`config.mk`:
```
export PLATFORM = sky130hd
export DESIGN_NAME = cfg_chain_loader
export DESIGN_NICKNAME = d
export VERILOG_FILES = /design/src/rtl/cfg_chain_loader.sv
export SDC_FILE = /design/constraint.sdc
export NUM_CORES = 1
export LEC_CHECK = 0
export BUFFER_PORTS_ARGS = -buffer_cell sky130_fd_sc_hd__buf_4
export CAP_MARGIN = 30
export CORE_MARGIN = 10
export CORE_UTILIZATION = 49
export CTS_CLUSTER_DIAMETER = 100
export CTS_CLUSTER_SIZE = 25
export DETAILED_ROUTE_END_ITERATION = 10
export HOLD_SLACK_MARGIN = 0.15
export PLACE_DENSITY_LB_ADDON = 0.05
export SYNTH_ARGS = -nofsm -noshare
export SYNTH_HDL_FRONTEND = slang
export SYNTH_SLANG_ARGS = --single-unit
```
`constraint.sdc`:
```
create_clock -name clk -period 1.86 [get_ports clk]
set_input_delay 0.372 -clock clk [delete_from_list [all_inputs] [get_ports clk]]
set_output_delay 0.372 -clock clk [all_outputs]
set_load 0.01 [all_outputs]
```
`src/rtl/cfg_chain_loader.sv`:
```
// Serial configuration-chain loader: accepts CHAIN_LEN bitstream bits over valid/ready,
// shifts them into the fabric config chain, then checks the tail returns the first bit.
module cfg_chain_loader #(
    parameter int CHAIN_LEN     = 64,
    parameter int SETTLE_CYCLES = 4,
    parameter int CNT_W         = $clog2(CHAIN_LEN + 1)
) (
    input  logic clk,
    input  logic rst_n,
    input  logic start,
    input  logic abort,
    input  logic bit_valid,
    input  logic bit_data,
    output logic bit_ready,
    output logic ccff_head,
    output logic prog_en,
    input  logic ccff_tail,
    output logic busy,
    output logic done,
    output logic error
);

    localparam logic [1:0] ST_IDLE   = 2'd0;
    localparam logic [1:0] ST_LOAD   = 2'd1;
    localparam logic [1:0] ST_SETTLE = 2'd2;
    localparam logic [1:0] ST_DONE   = 2'd3;

    localparam int SET_W = $clog2(SETTLE_CYCLES + 1);

    logic [1:0]       state_q, state_d;
    logic [CNT_W-1:0] cnt_q, cnt_d;
    logic [SET_W-1:0] settle_q, settle_d;
    logic             first_bit_q, first_bit_d;
    logic             head_q, head_d;
    logic             prog_q, prog_d;
    logic             done_q, done_d;
    logic             error_q, error_d;
    logic             transfer;

    assign bit_ready = (state_q == ST_LOAD);
    assign transfer  = bit_valid & bit_ready;

    always_comb begin
        state_d     = state_q;
        cnt_d       = cnt_q;
        settle_d    = settle_q;
        first_bit_d = first_bit_q;
        head_d      = head_q;
        prog_d      = 1'b0;
        done_d      = done_q;
        error_d     = error_q;

        case (state_q)
            ST_IDLE, ST_DONE: begin
                if (start) begin
                    state_d  = ST_LOAD;
                    done_d   = 1'b0;
                    error_d  = 1'b0;
                    cnt_d    = '0;
                    settle_d = '0;
                end
            end
            ST_LOAD: begin
                // abort takes priority over a coincident transfer
                if (abort) begin
                    state_d  = ST_IDLE;
                    error_d  = 1'b1;
                    done_d   = 1'b0;
                    cnt_d    = '0;
                    settle_d = '0;
                end else if (transfer) begin
                    head_d = bit_data;
                    prog_d = 1'b1;
                    cnt_d  = cnt_q + CNT_W'(1);
                    if (cnt_q == '0) begin
                        first_bit_d = bit_data;
                    end
                    if (cnt_q == CNT_W'(CHAIN_LEN - 1)) begin
                        state_d = ST_SETTLE;
                    end
                end
            end
            ST_SETTLE: begin
                if (abort) begin
                    state_d  = ST_IDLE;
                    error_d  = 1'b1;
                    done_d   = 1'b0;
                    cnt_d    = '0;
                    settle_d = '0;
                end else if (settle_q == SET_W'(SETTLE_CYCLES - 1)) begin
                    // last settle cycle: tail must now present the first loaded bit
                    error_d  = (ccff_tail != first_bit_q);
                    done_d   = 1'b1;
                    state_d  = ST_DONE;
                    settle_d = '0;
                end else begin
                    settle_d = settle_q + SET_W'(1);
                end
            end
            default: state_d = ST_IDLE;
        endcase
    end

    always_ff @(posedge clk or negedge rst_n) begin
        if (!rst_n) begin
            state_q     <= ST_IDLE;
            cnt_q       <= '0;
            settle_q    <= '0;
            first_bit_q <= 1'b0;
            head_q      <= 1'b0;
            prog_q      <= 1'b0;
            done_q      <= 1'b0;
            error_q     <= 1'b0;
        end else begin
            state_q     <= state_d;
            cnt_q       <= cnt_d;
            settle_q    <= settle_d;
            first_bit_q <= first_bit_d;
            head_q      <= head_d;
            prog_q      <= prog_d;
            done_q      <= done_d;
            error_q     <= error_d;
        end
    end

    assign ccff_head = head_q;
    assign prog_en   = prog_q;
    assign busy      = (state_q == ST_LOAD) || (state_q == ST_SETTLE);
    assign done      = done_q;
    assign error     = error_q;

endmodule

```
Word level (Yosys, flattened, before mapping)
Index checks and enable logic that the tools add are counted.
- mux-type cells: 29
- bitwise gates (word level): 2
- reduce and logical (&&, ||, !) cells: 10
- $add $sub $neg: 2
- equal/unequal tests: 12
- operators by type and width (cell ; number):
    7-bit 2-to-1 mux ; 4
    7-bit case mux with 3 select lines ; 1
    2-bit 2-to-1 mux ; 6
    3-bit 2-to-1 mux ; 4
    1-bit 2-to-1 mux ; 10
    3-bit case mux with 3 select lines ; 1
    3-bit AND reduction ; 3
    4-bit AND reduction ; 2
    7-bit by 1-bit adder with 7-bit output, second input constant ; 1
    7-bit by 6-bit == test with 1-bit output, second input constant ; 1
    7-bit logical NOT ; 1
    2-bit inequality test, second input constant ; 3
    3-bit by 2-bit inequality test with 1-bit output, second input constant ; 2
    1-bit case mux with 3 select lines ; 2
    2-bit case mux with 3 select lines ; 1
    2-bit == test, second input constant ; 2
    3-bit by 1-bit adder with 3-bit output, second input constant ; 1
    3-bit by 2-bit == test with 1-bit output, second input constant ; 1
    3-bit inequality test, second input constant ; 1
    2-bit by 1-bit == test with 1-bit output, second input constant ; 1
    2-bit logical NOT ; 1
    2-bit AND reduction ; 1
    2-bit OR reduction ; 1
    1-bit AND ; 1
    other kinds (3) ; 3
- register bits: 17
- output and inout port bits: 6
- input bits: 7

Longest topological paths before layout
Gate-level depths: netlist (run 1).
- depth after elaboration: 5
- mapped depth: 7
- mapped depth without buffers: 6

Worst setup path before layout (run 1)
Ideal clock, no wire load.
- kind: reg2reg
- start: reg cnt_q[0]
- end: reg state_q[0]
- clock period less this slack: 1.824 ns
- stages on the path, launching flop included: 6
- path slack: 0.036 ns
- arrival: 1.699 ns
- buffers on the path: 0
- cells stage by stage: dfrtp_1 > ha_1 > nand3_2 > or3_1 > a211o_2 > mux2_4
- cells in the longest elaborated chain, start to end: 3
- ends and longest elaborated chain (item ; RTL line ; RTL):
    from (decl) ; 31 ; logic [CNT_W-1:0] cnt_q, cnt_d;
    from (signal assigned) ; 116 ; cnt_q <= cnt_d;
    7-bit by 6-bit == test with 1-bit output ; 78 ; if (cnt_q == CNT_W'(CHAIN_LEN - 1)) begin
    3-bit by 2-bit inequality test with 1-bit output (no line) ; - ;
    4-bit AND reduction (no line) ; - ;
    to (signal assigned) ; 115 ; state_q <= state_d;
    to (decl) ; 30 ; logic [1:0] state_q, state_d;
No other way between the ends.
A chain may end at the register's enable or synchronous reset.

Final worst setup path (run 1)
- start: reg state_q[0]
- end: reg state_q[0]
- cells in the longest elaborated chain, start to end: 4
- elaborated cells on any way between the ends: 12
- classes of those cells: 7 x eq/ne; 1 x mux; 1 x bitwise; 3 x reduce/logical
- ends and longest elaborated chain (item ; RTL line):
    2-bit by 1-bit == test with 1-bit output (tied with other cells) ; 40, 53
    1-bit AND or 2-bit OR reduction (tied branches) ; 41, 53
    3-bit by 2-bit inequality test with 1-bit output (no line) or 2-bit inequality test (tied branches) ; -
    4-bit AND reduction (no line) ; -
Several ways; a longest one is shown, not always the timed one.

==> flow_metrics.py, run 1 <==
metrics = {
    "min_path": {
        "worstHoldStart": "bit_valid",
        "hp-class": "primary input to flip-flop",
        "worst_hold_path.endpoint": "prog_en",
        "min_path_cells": 2,
    },
    "layout": {
        "n_fill_cell": 161,
        "drive_gt1_share_pct": 27.0,
        "final_nets": 136,
        "antenna_cells": 0,
        "synthToLayoutAreaGrowth_pct": 23.3,
    },
    "die": {
        "initial_core_util_pct": 53.3,
        "die_h_microns": 64.1,
        "core_sq_mm": 0.00178,
        "row_count": 15,
        "die_area_sq_mm": 0.00410,
        "chipWidth_microns": 64.1,
        "io-pin-count": 13,
    },
    "sta": {
        "grt_setup_unrepaired": "false",
        "max_freq_mhz": 551,
        "setup_tns_ns": 0,
        "min_period_ns": 1.81,
        "whs_ns": 0.307,
        "slew_viol_final": 0,
        "final.period_utilization_pct": 97.5,
        "worst_slew_pin_slew_ns": 0.287,
        "clock_skew_ns": 0.00294,
        "timing.slew.headroom_pct": 80.7,
        "setup_viol": 0,
        "hold_violations": 0,
    },
    "critical_path": {
        "crit_chain": "inv_1, ha_1, nand2b_1, o21ai_0, a211o_2, mux2_4",
        "cp_slowest_cell": "dfrtp_1",
        "r2r_cells": 6,
        "r2r-end": "state_q[0]",
        "rrSetupSlack_ns": 0.05,
        "crit_family": "compound AO/OA/AOI/OAI gates",
        "rr_startpoint": "state_q[0]",
        "start_kind": "flip-flop",
        "required_ns": 2.04,
        "cp.arrival_ns": 2.00,
        "end_kind": "flip-flop",
        "path_buf_inv": 1,
        "critPathKind": "flip-flop to flip-flop",
        "cp_max_fo": 4,
        "max_stage_delay_ns": 0.40,
    },
    "drt": {
        "first_pass_iters": 4,
        "drc": 0,
        "drtIter0Drc": 32,
        "post_drt_wl_per_cell_microns": 13.3,
        "vias_per_cell": 5.22,
        "num_vias": 768,
        "wirelength_microns": 1960,
        "ant_nets": 0,
    },
    "yosys": {
        "synth_common_cells": "17 x dfrtp_1, 12 x o21ai_0, 7 x inv_1, 7 x nand2_1, 7 x nor2_1",
        "synth_edf_count": 0,
        "synth_warnings": 0,
        "synth_seq_area_share_pct": 44.7,
        "ys_async_sr_fraction_pct": 100,
        "syn_inst": 97,
        "ys_seq_elements": 17,
        "synth_cell_types": 31,
        "netlist_area_sq_um": 951,
        "yosys.area.top_type": "dfrtp_1",
        "yosys-top-cells-area": "dfrtp_1 45%, ha_1 7.9%, o21ai_0 6.3%",
        "syn_avg_cell_area_sq_um": 9.80,
        "synth_ff_type": "dfrtp_1",
        "synthMostInstantiatedCell": "dfrtp_1",
        "synth_fp_nets": 110,
        "synth_top_area_share_pct": 44.7,
    },
    "clock_network": {
        "h-tree-depth": 1,
        "numCtsBuffers": 3,
        "clockBufferDepth": 2,
        "clk_latency_ns": 0.29,
        "cts_sinks": 17,
        "root_buffer": "clkbuf_4",
        "cts_tree": "built",
        "clkTransAtPathRegs_ns": 0.10,
    },
    "flow_run": {
        "max_cap_viol_count": 0,
    },
    "grt": {
        "grt_max_degree": 18,
        "antenna_found_initial": 0,
        "grt_pass1_vias": 769,
        "gr-total-overflow": 0,
        "grt_pass1_wl_microns": 3380,
        "gr-usage-all-layers_pct": 10.2,
    },
    "power_and_ir_drop": {
        "vdd_drop_max_uv": 722,
        "cellPowerDensity_mw_per_mm2": 1240,
        "power.net_switching_uw": 538,
        "leakagePower_uw": 0.000573,
        "pwr-share-seq_pct": 34.1,
        "p_clk_share_pct": 13.9,
        "internal-power_uw": 919,
        "combPwrFrac_pct": 52.0,
        "p_sw_share_pct": 36.9,
    },
    "place": {
        "gp_congestion": 0.826,
        "io_buffers": 12,
        "dp_hpwl_microns": 1500,
    },
    "outcome": {
        "status": "complete, no violations",
    },
}
## area by class of cell
cell class	count	area (sq um)	area share, %
Sequential cell	17	425	36.3
Tap cell	25	31.3	2.67
Clock buffer	4	26.3	2.24
Timing Repair Buffer	22	168	14.3
Inverter	7	26.3	2.24
Multi-Input combinational cell	72	495	42.3
## per-layer routing
metal,global-route usage (%),wire length [microns],vias to the layer above
li1,-,-,387
met1,12.3,962,362
met2,15.2,848,15
met3,3.66,106,4
met4,6.01,44,0
met5,0,0,-
## logic make-up after synthesis
group,after synthesis,synth area share (%)
simple gates,34,19.2
xor+xnor,1,0.921
fa+ha+maj,6,7.89
mux,6,7.37
buf+inv,8,3.16
flops,17,44.7
compound gates,25,16.7
## cell usage in the layout, fill, tap and decap left out, drive strengths merged
cell type,synthesis,routed
a211o,1,1
a21o,1,1
a21oi,4,4
a22o,1,1
and2,5,5
and3,1,1
buf,0,21
clkbuf,1,4
dfrtp,17,17
dlygate4sd3,0,1
ha,6,6
inv,7,7
mux2,5,5
mux2i,1,1
nand2,7,7
nand2b,6,6
nand3,3,3
nand4b,1,1
nor2,7,7
nor2b,1,1
nor4,1,1
o211ai,1,1
o21a,1,1
o21ai,12,12
o2bb2ai,1,1
o31ai,2,2
o41ai,1,1
or2,1,1
or3,1,1
xor2,1,1
## flip-flops by register name, indices dropped and copies added, names as in the netlist
name / count
ccff_head: 1
cnt_q: 7
done: 1
error: 1
first_bit_q: 1
prog_en: 1
settle_q: 3
state_q: 2
## worst max-delay path by stage
stage                     from         end  cells past startpoint
detailed placement  state_q[0]  state_q[0]                      6
floorplan             cnt_q[0]  state_q[0]                      5
global route        state_q[0]  state_q[0]                      6
finish              state_q[0]  state_q[0]                      6
CTS                 state_q[0]  state_q[0]                      6
global placement      cnt_q[0]  state_q[0]                      5
## power by group through the flow
stage | Clock (uW) | Sequential, uW | Combinational (uW)
after detailed placement | 0 | 506 | 721
after global placement | 0 | 503 | 709
final | 203 | 496 | 757
after floorplan | 0 | 525 | 437
after CTS | 211 | 498 | 726
after global routing | 230 | 503 | 847
## what timing repair did
item | CTS | global route
endpoints found under the hold margin | 17 | 0
setup endpoints to repair | 0 | 3
gates resized for setup | 0 | 1
hold buffers | 1 | 0
buffers inserted | 0 | 2
## metrics by stage
stage / total power [uW] / utilization [%] / cell area [sq um] / setup slack, ns / cells
floorplan: 962 / - / 951 / 0.0363 / 97
global placement: 1210 / 62.9 / 1120 / 0.0937 / 140
detailed placement: 1230 / 62.9 / 1120 / 0.0645 / 140
CTS: 1430 / 64.9 / 1160 / 0.0447 / 145
global route: 1580 / 65.8 / 1170 / 0.00477 / 147
finish: 1460 / 65.8 / 1170 / 0.0459 / 147
(Power assumes the default switching activity.)
==> run 2, diff against run 1 <==
CTS_BUF_LIST = sky130_fd_sc_hd__clkbuf_16   (was default)
==> run 2 against run 1 <==
Against the previous run: core utilization is 3.6 points higher; highest routed layer unchanged; fmax is 0.65% lower; global-route usage is 0.18 points higher; combinational power is 2.6% higher; die area stayed put; clock skew is 0.0018 ns lower; critical path type unchanged.
==> flow_metrics.py, run 2 (synthesis results as in run 1) <==
metrics = {
    "die": {
        "core_sq_mm": 0.00178,
        "chipWidth_microns": 64.1,
        "initial_core_util_pct": 53.3,
        "die_h_microns": 64.1,
        "io-pin-count": 13,
        "row_count": 15,
        "die_area_sq_mm": 0.00410,
    },
    "critical_path": {
        "required_ns": 1.99,
        "end_kind": "flip-flop",
        "start_kind": "flip-flop",
        "cp_slowest_cell": "dfrtp_1",
        "r2r-end": "state_q[0]",
        "crit_chain": "buf_4, ha_1, nand2b_1, o21ai_0, a211o_2, mux2_4",
        "cp_max_fo": 5,
        "rrSetupSlack_ns": 0.03,
        "max_stage_delay_ns": 0.40,
        "cp.arrival_ns": 1.96,
        "crit_path_start": "state_q[0]",
        "r2r_cells": 6,
        "endpoint": "state_q[0]",
        "rr_startpoint": "state_q[0]",
        "critPathKind": "flip-flop to flip-flop",
    },
    "layout": {
        "synthToLayoutAreaGrowth_pct": 30.1,
        "antenna_cells": 0,
        "final_nets": 137,
        "reg_top3": "cnt_q x7, settle_q x3, state_q x2",
        "largest_reg_flops": 7,
        "final_common_cell": "buf_4",
        "n_fill_cell": 151,
        "regMostFlops": "cnt_q",
        "fin_cells": 148,
        "fin_area_sq_mm": 0.00124,
        "fin_util_pct": 69.4,
        "drive_gt1_share_pct": 29.3,
        "layout_common_cells": "22 x buf_4, 17 x dfrtp_1, 12 x o21ai_0, 8 x inv_1",
    },
    "drt": {
        "drc": 0,
        "first_pass_iters": 4,
        "post_drt_wl_per_cell_microns": 13.8,
        "ant_nets": 0,
        "wirelength_microns": 2040,
        "vias_per_cell": 5.35,
        "drtIter0Drc": 25,
        "num_vias": 792,
    },
    "place": {
        "io_buffers": 12,
        "place_area_sq_mm": 0.00112,
        "place_inst": 140,
        "gp_congestion": 0.826,
        "dp_hpwl_microns": 1500,
    },
    "clock_network": {
        "root_buffer": "clkbuf_16",
        "h-tree-depth": 1,
        "clkTransAtPathRegs_ns": 0.05,
        "cts_tree": "built",
        "clockBufferDepth": 2,
        "numCtsBuffers": 3,
        "cts_sinks": 17,
        "clk_latency_ns": 0.25,
    },
    "grt": {
        "grt_max_degree": 18,
        "antenna_found_initial": 0,
        "gr-usage-all-layers_pct": 10.4,
        "grt_pass1_wl_microns": 3440,
        "gr-total-overflow": 0,
        "grt_pass1_vias": 789,
    },
    "power_and_ir_drop": {
        "cellPowerDensity_mw_per_mm2": 1380,
        "combPwrFrac_pct": 45.5,
        "leakagePower_uw": 0.000602,
        "p_clk_share_pct": 25.3,
        "vdd_drop_max_uv": 740,
        "pwr-share-seq_pct": 29.2,
        "p_sw_share_pct": 33.6,
        "internal-power_uw": 1130,
        "power.net_switching_uw": 574,
    },
    "sta": {
        "slew_viol_final": 0,
        "timing.slew.headroom_pct": 80.9,
        "setup_tns_ns": 0,
        "whs_ns": 0.354,
        "min_period_ns": 1.83,
        "final.period_utilization_pct": 98.2,
        "worst_slew_pin_slew_ns": 0.283,
        "hold_violations": 0,
        "max_freq_mhz": 548,
        "setup_viol": 0,
        "clock_skew_ns": 0.00113,
    },
    "flow_run": {
        "max_cap_viol_count": 0,
    },
    "min_path": {
        "hp-class": "primary input to flip-flop",
    },
    "outcome": {
        "status": "complete, no violations",
    },
}
run 2: layout make-up:
type | instances | area, sq um | area share, %
Clock inverter | 1 | 3.75 | 0.303
Sequential cell | 17 | 425 | 34.4
Multi-Input combinational cell | 72 | 500 | 40.4
Tap cell | 25 | 31.3 | 2.53
Inverter | 7 | 26.3 | 2.12
Timing Repair Buffer | 23 | 175 | 14.2
Clock buffer | 3 | 75.1 | 6.07
run 2: through the flow:
stage	setup slack, ns	total power, uW
6_report	0.0340	1710
5_1_grt	-0.0264	1830
4_1_cts	0.0466	1660
3_5_place_dp	0.0645	1230
3_3_place_gp	0.0937	1210
2_1_floorplan	0.0363	962
run 2: power by group through the flow:
stage / Combinational (uW) / Clock, uW / Sequential (uW)
after floorplan: 437 / 0 / 525
after global placement: 709 / 0 / 503
after detailed placement: 721 / 0 / 506
after CTS: 728 / 436 / 500
after global routing: 871 / 450 / 506
final: 777 / 432 / 499
run 2: critical path, delay by kind of cell, from the launching register on:
kind | cells | cell delay, ns
compound gates | 2 | 0.47
flops | 1 | 0.40
mux | 1 | 0.30
fa+ha+maj | 1 | 0.23
simple gates | 1 | 0.16
buf+inv | 1 | 0.15
run 2: worst min-delay path by stage:
stage               from   endpoint  cells past startpoint
2_1_floorplan      rst_n  ccff_head                      0
3_3_place_gp       rst_n   cnt_q[3]                      1
3_5_place_dp       rst_n   cnt_q[3]                      1
4_1_cts        bit_valid    prog_en                      2
5_1_grt        bit_valid    prog_en                      2
6_report       bit_valid    prog_en                      2
run 2: routing by layer:
layer | global-route usage (%) | routed length (microns) | up-vias
li1 | - | - | 393
met1 | 12.0 | 977 | 377
met2 | 16.2 | 899 | 17
met3 | 4.18 | 121 | 5
met4 | 5.19 | 37 | 0
met5 | 0 | 0 | -
run 2: timing repair:
action                                 CTS  global route
setup endpoints to repair                0             3
buffers inserted                         0             3
hold buffers                             1             0
gates resized for setup                  0             3
endpoints found under the hold margin   17             0
==> run 3, diff against run 2 <==
CORE_UTILIZATION = 35   (was 49)
==> run 3 against run 2 <==
Against the previous run: core utilization fell by 20 points; critical path type unchanged; critical path depth decreased by 1; highest routed layer unchanged; hold slack better by 0.0089 ns; non-clock buffer count fell by 2; sequential cell count unchanged; critical endpoint unchanged; first-iteration DRC count is 16% higher; clock skew barely moved; sequential share of layout area down 0.45 points; combinational power is 4.2% higher; total power grew 2.2%.
==> flow_metrics.py, run 3 (synthesis results as in run 1) <==
metrics = {
    "die": {
        "core_sq_mm": 0.00254,
        "row_count": 18,
        "chipWidth_microns": 72.1,
        "initial_core_util_pct": 37.4,
        "die_area_sq_mm": 0.00520,
        "io-pin-count": 13,
        "die_h_microns": 72.1,
    },
    "sta": {
        "setup_viol": 0,
        "hold_violations": 0,
        "setup_ws_ns": 0.0784,
        "max_freq_mhz": 561,
        "worst_slew_pin_slew_ns": 0.325,
        "min_period_ns": 1.78,
        "clock_skew_ns": 0.000947,
        "timing.slew.headroom_pct": 78.2,
        "whs_ns": 0.363,
        "setup_tns_ns": 0,
        "final.period_utilization_pct": 95.8,
        "grt_setup_unrepaired": "false",
        "slew_viol_final": 0,
    },
    "grt": {
        "grt_max_degree": 18,
        "gr-usage-all-layers_pct": 8.82,
        "grt_pass1_vias": 740,
        "antenna_found_initial": 0,
        "gr-total-overflow": 0,
        "grt_pass1_wl_microns": 3680,
    },
    "clock_network": {
        "clk_latency_ns": 0.25,
        "cts_sinks": 17,
        "root_buffer": "clkbuf_16",
        "cts_tree": "built",
        "numCtsBuffers": 3,
        "clockBufferDepth": 2,
        "h-tree-depth": 1,
        "clkTransAtPathRegs_ns": 0.05,
    },
    "place": {
        "place_area_sq_mm": 0.00113,
        "io_buffers": 12,
        "dp_slack_ns": 0.0422,
        "dp_hpwl_microns": 1500,
        "gp_congestion": 0.792,
    },
    "drt": {
        "drtIter0Drc": 29,
        "ant_nets": 0,
        "post_drt_wl_per_cell_microns": 14.1,
        "first_pass_iters": 4,
        "drc": 0,
        "vias_per_cell": 4.96,
        "wirelength_microns": 2130,
        "num_vias": 749,
    },
    "min_path": {
        "worstHoldStart": "bit_valid",
        "hp-class": "primary input to flip-flop",
    },
    "critical_path": {
        "end_kind": "flip-flop",
        "rr_startpoint": "cnt_q[0]",
        "cp_max_fo": 3,
        "start_kind": "flip-flop",
        "required_ns": 1.99,
        "cp.arrival_ns": 1.91,
        "critPathKind": "flip-flop to flip-flop",
        "crit_path_start": "cnt_q[0]",
    },
    "power_and_ir_drop": {
        "p_sw_share_pct": 34.1,
        "pwr-share-seq_pct": 28.9,
        "internal-power_uw": 1150,
        "total_power_uw": 1750,
        "power.net_switching_uw": 596,
        "vdd_drop_max_uv": 861,
        "p_clk_share_pct": 24.7,
        "leakagePower_uw": 0.000596,
        "combPwrFrac_pct": 46.4,
        "cellPowerDensity_mw_per_mm2": 1390,
    },
    "layout": {
        "antenna_cells": 0,
        "drive_gt1_share_pct": 32.2,
        "final_common_cell": "buf_4",
        "reg_top3": "cnt_q x7, settle_q x3, state_q x2",
        "fin_area_sq_mm": 0.00125,
        "multi_input_area_sq_um": 526,
        "n_fill_cell": 237,
        "seq_area_sq_um": 425,
        "synthToLayoutAreaGrowth_pct": 31.8,
        "regMostFlops": "cnt_q",
        "final_nets": 135,
        "largest_reg_flops": 7,
        "layout_common_cells": "20 x buf_4, 17 x dfrtp_1, 12 x o21ai_0",
    },
    "outcome": {
        "status": "complete, no violations",
    },
    "flow_run": {
        "max_cap_viol_count": 0,
    },
}
run 3: cell types whose count changed in the layout (fill, tap and decap cells not counted):
cell	previous run	this run
ha_1	5	2
ha_2	1	3
and2_4	0	1
nand2b_2	1	0
and2_1	4	3
ha_4	0	1
inv_1	8	7
inv_2	0	1
buf_4	22	20
nand2b_4	0	1
run 3: layout make-up:
cell class | instances | area share, %
tap | 30 | 2.99
inverter | 7 | 2.10
multi-input combinational | 72 | 41.9
clock buffer | 3 | 5.99
sequential | 17 | 33.9
clock inverter | 1 | 0.299
timing repair buffer | 21 | 12.8
run 3: what timing repair did:
action,in CTS,in global routing
hold endpoints to repair,17,0
gates resized for setup,0,8
hold buffers,1,0
setup endpoints to repair,1,5
setup buffers,1,0
pin swaps,0,1
run 3: metal layers:
metal  global-route usage [%]  wire [microns]  share of wire (%)
met1                     12.7            1110                 52
met2                     11.5             890                 42
met3                     3.13              96                4.5
met4                     3.23              26                1.2
met5                        0               0                  0
run 3: worst max-delay path, stage by stage, from the launching register on:
cell and delay (ns):
dfrtp_1 0.35, ha_2 0.21, nand3_2 0.08, or3_1 0.37, a211o_2 0.34, mux2_4 0.31
run 3: metrics by stage:
stage | cells | util, %
2_1_floorplan | 97 | -
3_3_place_gp | 145 | 44.3
3_5_place_dp | 145 | 44.3
4_1_cts | 151 | 48.1
5_1_grt | 151 | 49.3
6_report | 151 | 49.3
run 3: worst paths after layout:
path | to | slack (ns) | cells after the start
min | prog_en | 0.36 | 2
max reg2reg | state_q[0] | 0.08 | 5
max | state_q[0] | 0.08 | 5
min reg2reg | settle_q[2] | 0.51 | 2
max in group asynchronous | settle_q[0] | 1.13 | 2
min in group asynchronous | cnt_q[5] | 0.53 | 2
run 3: power groups by stage:
stage               Clock, uW  Combinational, uW  Sequential (uW)
floorplan                   0                437              525
global placement            0                721              505
detailed placement          0                723              507
CTS                       440                754              501
global route              463                915              516
finish                    431                810              505
